[src/rtl/sync_fifo_flags.sv]
// Single-clock FIFO of any depth >= 2, with occupancy count, programmable almost flags,
// a read-valid strobe, synchronous flush and sticky overflow/underflow error flags.
module sync_fifo_flags #(
    parameter int DATA_WIDTH = 8,
    parameter int DEPTH      = 12,
    parameter int AF_THRESH  = DEPTH - 2,
    parameter int AE_THRESH  = 2
) (
    input  logic                         clk,
    input  logic                         rst,
    input  logic                         i_flush,
    input  logic                         wr_en,
    input  logic [DATA_WIDTH-1:0]        wr_data,
    input  logic                         rd_en,
    output logic [DATA_WIDTH-1:0]        rd_data,
    output logic                         o_rd_valid,
    output logic                         o_fifo_full,
    output logic                         o_fifo_empty,
    output logic                         o_almost_full,
    output logic                         o_almost_empty,
    output logic [$clog2(DEPTH+1)-1:0]   o_count,
    output logic                         o_overflow,
    output logic                         o_underflow
);

    localparam int CW = $clog2(DEPTH + 1);
    localparam int PW = (DEPTH > 1) ? $clog2(DEPTH) : 1;

    localparam logic [PW-1:0] LAST_PTR = PW'(DEPTH - 1);
    localparam logic [CW-1:0] FULL_CNT = CW'(DEPTH);
    localparam logic [CW-1:0] AF_CNT   = CW'(AF_THRESH);
    localparam logic [CW-1:0] AE_CNT   = CW'(AE_THRESH);

    logic [DATA_WIDTH-1:0] r_mem [DEPTH];
    logic [PW-1:0]         r_wr_ptr;
    logic [PW-1:0]         r_rd_ptr;
    logic [CW-1:0]         r_count;
    logic [DATA_WIDTH-1:0] r_rd_data;
    logic                  r_rd_valid;
    logic                  r_overflow;
    logic                  r_underflow;

    logic                  w_full;
    logic                  w_empty;
    logic                  w_rd_acc;
    logic                  w_wr_acc;
    logic                  w_mem_we;
    logic [CW-1:0]         w_count_nxt;

    // Pointers wrap explicitly at DEPTH-1 so non-power-of-two depths work.
    function automatic logic [PW-1:0] ptr_inc(input logic [PW-1:0] p);
        return (p == LAST_PTR) ? '0 : p + PW'(1);
    endfunction

    assign w_full   = (r_count == FULL_CNT);
    assign w_empty  = (r_count == '0);
    assign w_rd_acc = rd_en & ~w_empty;
    assign w_wr_acc = wr_en & (~w_full | w_rd_acc);
    assign w_mem_we = w_wr_acc & ~rst & ~i_flush;

    always_comb begin
        // NOTE: default assignment first so no path leaves w_count_nxt unassigned (no latch).
        w_count_nxt = r_count;
        unique case ({w_wr_acc, w_rd_acc})
            2'b10:   w_count_nxt = r_count + CW'(1);
            2'b01:   w_count_nxt = r_count - CW'(1);
            default: w_count_nxt = r_count;
        endcase
    end

    // NOTE: storage has no reset; its contents are don't-care until written, and leaving
    // it out of reset lets it map onto plain RAM.
    always_ff @(posedge clk) begin
        if (w_mem_we) begin
            r_mem[r_wr_ptr] <= wr_data;
        end
    end

    // NOTE: sequential state uses non-blocking assignments, so the read below sees the
    // word stored before this edge even when a write hits the same slot (full + both ops).
    always_ff @(posedge clk) begin
        if (rst) begin
            r_wr_ptr    <= '0;
            r_rd_ptr    <= '0;
            r_count     <= '0;
            r_rd_data   <= '0;
            r_rd_valid  <= 1'b0;
            r_overflow  <= 1'b0;
            r_underflow <= 1'b0;
        end else if (i_flush) begin
            r_wr_ptr    <= '0;
            r_rd_ptr    <= '0;
            r_count     <= '0;
            r_rd_data   <= '0;
            r_rd_valid  <= 1'b0;
        end else begin
            if (w_wr_acc) begin
                r_wr_ptr <= ptr_inc(r_wr_ptr);
            end
            if (w_rd_acc) begin
                r_rd_data <= r_mem[r_rd_ptr];
                r_rd_ptr  <= ptr_inc(r_rd_ptr);
            end
            r_rd_valid <= w_rd_acc;
            r_count    <= w_count_nxt;
            if (wr_en & ~w_wr_acc) begin
                r_overflow <= 1'b1;
            end
            if (rd_en & ~w_rd_acc) begin
                r_underflow <= 1'b1;
            end
        end
    end

    assign rd_data        = r_rd_data;
    assign o_rd_valid     = r_rd_valid;
    assign o_fifo_full    = w_full;
    assign o_fifo_empty   = w_empty;
    assign o_almost_full  = (r_count >= AF_CNT);
    assign o_almost_empty = (r_count <= AE_CNT);
    assign o_count        = r_count;
    assign o_overflow     = r_overflow;
    assign o_underflow    = r_underflow;

endmodule

[config.mk]
export PLATFORM = sky130hd
export DESIGN_NAME = sync_fifo_flags
export DESIGN_NICKNAME = d
export VERILOG_FILES = /design/src/rtl/sync_fifo_flags.sv
export SDC_FILE = /design/constraint.sdc
export NUM_CORES = 1
export LEC_CHECK = 0
export ABC_CLOCK_PERIOD_IN_PS = 3100
export CAP_MARGIN = 40
export CELL_PAD_IN_SITES_DETAIL_PLACEMENT = 1
export CELL_PAD_IN_SITES_GLOBAL_PLACEMENT = 1
export CORE_MARGIN = 2
export CORE_UTILIZATION = 30
export DETAILED_ROUTE_END_ITERATION = 7
export GPL_ROUTABILITY_DRIVEN = 1
export PLACE_DENSITY = 0.56
export SLEW_MARGIN = 20
export SYNTH_ARGS = -nofsm -noshare
export SYNTH_HDL_FRONTEND = slang
export SYNTH_SLANG_ARGS = --single-unit
[constraint.sdc]
create_clock -name clk -period 3.1 [get_ports clk]
set_input_delay 0.465 -clock clk [delete_from_list [all_inputs] [get_ports clk]]
set_output_delay 0.465 -clock clk [all_outputs]
set_load 0.02 [all_outputs]
==> out/qor.csv <==
metric,value,unit
antenna_cells,0,
crit_arrival,2.08,ns
core_area,15900,um^2
synth_edf_count,96,
critPathRequiredTime,2.63,ns
grt_antenna_before_repair,0,
nFillCells,1609,
rows,46,
crit_family,buffers and inverters,
tns,0,ns
r2r_slack,0.58,ns
cts.htree.levels,4,
drive_gt1_share,20.9,%
hold_buffers,0,
grt_pass1_vias,3001,
synth_seq_area_share,68.6,%
hold_end,o_underflow,
rsz0062_at_grt,no,
setup_violations,0,
num_io_pins,32,
ys_ff_latch,119,
worst_pin_slew,0.644,ns
clockBufferDepth,2,
synth.distinct_cells,44,
max_cap_violations,0,
cts.sinks,119,
fp.dieH,131,um
grt_pass1_wl,17300,um
worstSetupPathType,reg2out,
grt_overflow,0,
cts_buffers,17,
worstSkewPairLatency,0.41,ns
stdcell_area,6100,um^2
min_delay_path_depth,2,
crit_fanout,10,
power,0.00398,W
p_leak,1.99,nW
clock-root-buffer,clkbuf_16,
viasPerCell,4.83,
cp_num_buf_inv,2,
routed_wl,11000,um
max_freq,0.393,GHz
endpoint_kind,primary output,
yosysMostFrequentCell,edfxtp_1,
io_buffers,31,
grt_max_degree,27,
post_cts_buffers,0,
slew_headroom,57.1,%
yosys.area.top_type,edfxtp_1,
slowest_stage,clkdlybuf4s50_1,
drv_slew,0,
fin_nets,357,
placedInstanceArea,5470,um^2
final_antenna_net_count,0,
r2r_cells,8,
dieArea,17300,um^2
rr_endpoint,o_count[3],
ctsResizeCount,0,
start_util,30.7,%
syn_avg_cell_area,16.8,um^2
yosys-top-cells-count,"96 x edfxtp_1, 24 x mux4_2, 23 x dfxtp_1",
synth_nets,311,
synthCells,290,
drc,0,
seq_area,3340,um^2
timing.rr.start,o_count[3],
vias,2727,
skew,0.00693,ns
netlist_area,4880,um^2
grt_usage,13.5,%
wl_per_cell,19.5,um
multi_input_area,1400,um^2
dp.final_hpwl,7360,um
worst_slack,0.554,ns
synth_top_area_share,59.1,%
firstDrtPassIters,4,
power_per_cell_area,653,nW/um^2
crit_path_max_incr_delay,0.63,ns
period_needed,2.55,ns
hold_viol_final,0,
synth.area.top_cells,"edfxtp_1 59%, mux4_2 11%, dfxtp_1 9.4%, mux2i_1 2.3%, ha_1 1.8%",
syn2layout_area_growth,25.0,%
cts_tree,built,
synthArstFlopShare,0,%
clk_pin_slew,0.05,ns
drt-initial-drc-count,120,
yosys_warnings,0,
synth_flop_cell,edfxtp_1,
dpl_worst_slack,0.253,ns
hold_start,o_underflow,
gp_congestion,0.742,
die_x,131,um
peakVddDrop,0.364,mV
final_util,38.4,%
status,completed,
worst_setup_path_start_kind,flip-flop,
min_path_type,reg2reg,
cp_cell_sequence,"nand4bb_2, inv_2, clkdlybuf4s50_1",
fin_crit_sh,82.1,%
how the worst max path moves through the flow:
stage | end | from | cells past startpoint | slack [ns]
3_3_place_gp | r_mem[7][3] | rd_en | 4 | 0.37
3_5_place_dp | o_count[3] | rd_en | 9 | 0.25
4_1_cts | o_fifo_full | o_count[3] | 3 | 0.58
5_1_grt | o_count[3] | o_count[3] | 8 | 0.42
2_1_floorplan | o_count[3] | o_count[3] | 9 | 0.74
6_report | o_fifo_full | o_count[3] | 3 | 0.55
sequential cells by signal, summed over array words and instances (netlist names):
signal,cells
o_count,4
o_overflow,1
o_rd_valid,1
o_underflow,1
r_mem,96
r_rd_ptr,4
r_wr_ptr,4
rd_data,8
per-stage QoR:
step                      hold slack (ns)  std cells
final                               0.473        565
after floorplan                     0.480        290
after global routing                0.488        565
after CTS                           0.479        565
after global placement              0.484        532
after detailed placement            0.464        533
kinds of logic after synthesis:
logic type	Yosys count	synth area share, %
flip-flops	119	68.6
multiplexers	35	13.3
adder cells (fa/ha/maj)	8	2.21
AND/OR/NAND/NOR	52	5.83
XOR/XNOR	1	0.180
AO/OA/AOI/OAI	47	7.16
buffers and inverters	28	2.72
layout make-up:
class | count | area share (%)
Sequential cell | 119 | 54.8
Timing Repair Buffer | 43 | 6.69
Tap cell | 216 | 4.43
Multi-Input combinational cell | 143 | 23.0
Clock buffer | 21 | 7.55
Inverter | 12 | 0.739
Clock inverter | 11 | 2.79
power breakdown:
part / switching (W) / internal [W] / total (W)
sequential: 0.00000902 / 0.00174 / 0.00175
clock: 0.000688 / 0.00139 / 0.00208
combinational: 0.0000943 / 0.0000662 / 0.000160
metal layers:
layer | GRT usage (%) | share of wire [%] | vias up
li1 | - | - | 1253
met1 | 18.1 | 48 | 1403
met2 | 20.8 | 47 | 50
met3 | 2.89 | 2.7 | 21
met4 | 6.70 | 2.5 | 0
met5 | 0 | 0 | -
cells in the final DEF (no fill, tap or decap), drive strengths merged, types with 11 or more instances in the layout:
cell | synthesis | final
and3 | 11 | 11
mux2i | 11 | 11
buf | 10 | 12
o21ai | 13 | 13
nor2 | 11 | 11
mux4 | 24 | 24
edfxtp | 96 | 96
clkbuf | 6 | 21
dfxtp | 23 | 23
clkdlybuf4s50 | 0 | 31
inv | 12 | 14
tightest hold or removal path: cells and delay by family (launching register included):
kind / cells / cell delay, ns
flip-flops: 1 / 0.32
AO/OA/AOI/OAI: 1 / 0.04
AND/OR/NAND/NOR: 1 / 0.07
No activity file was read; power rests on OpenSTA's default activity.
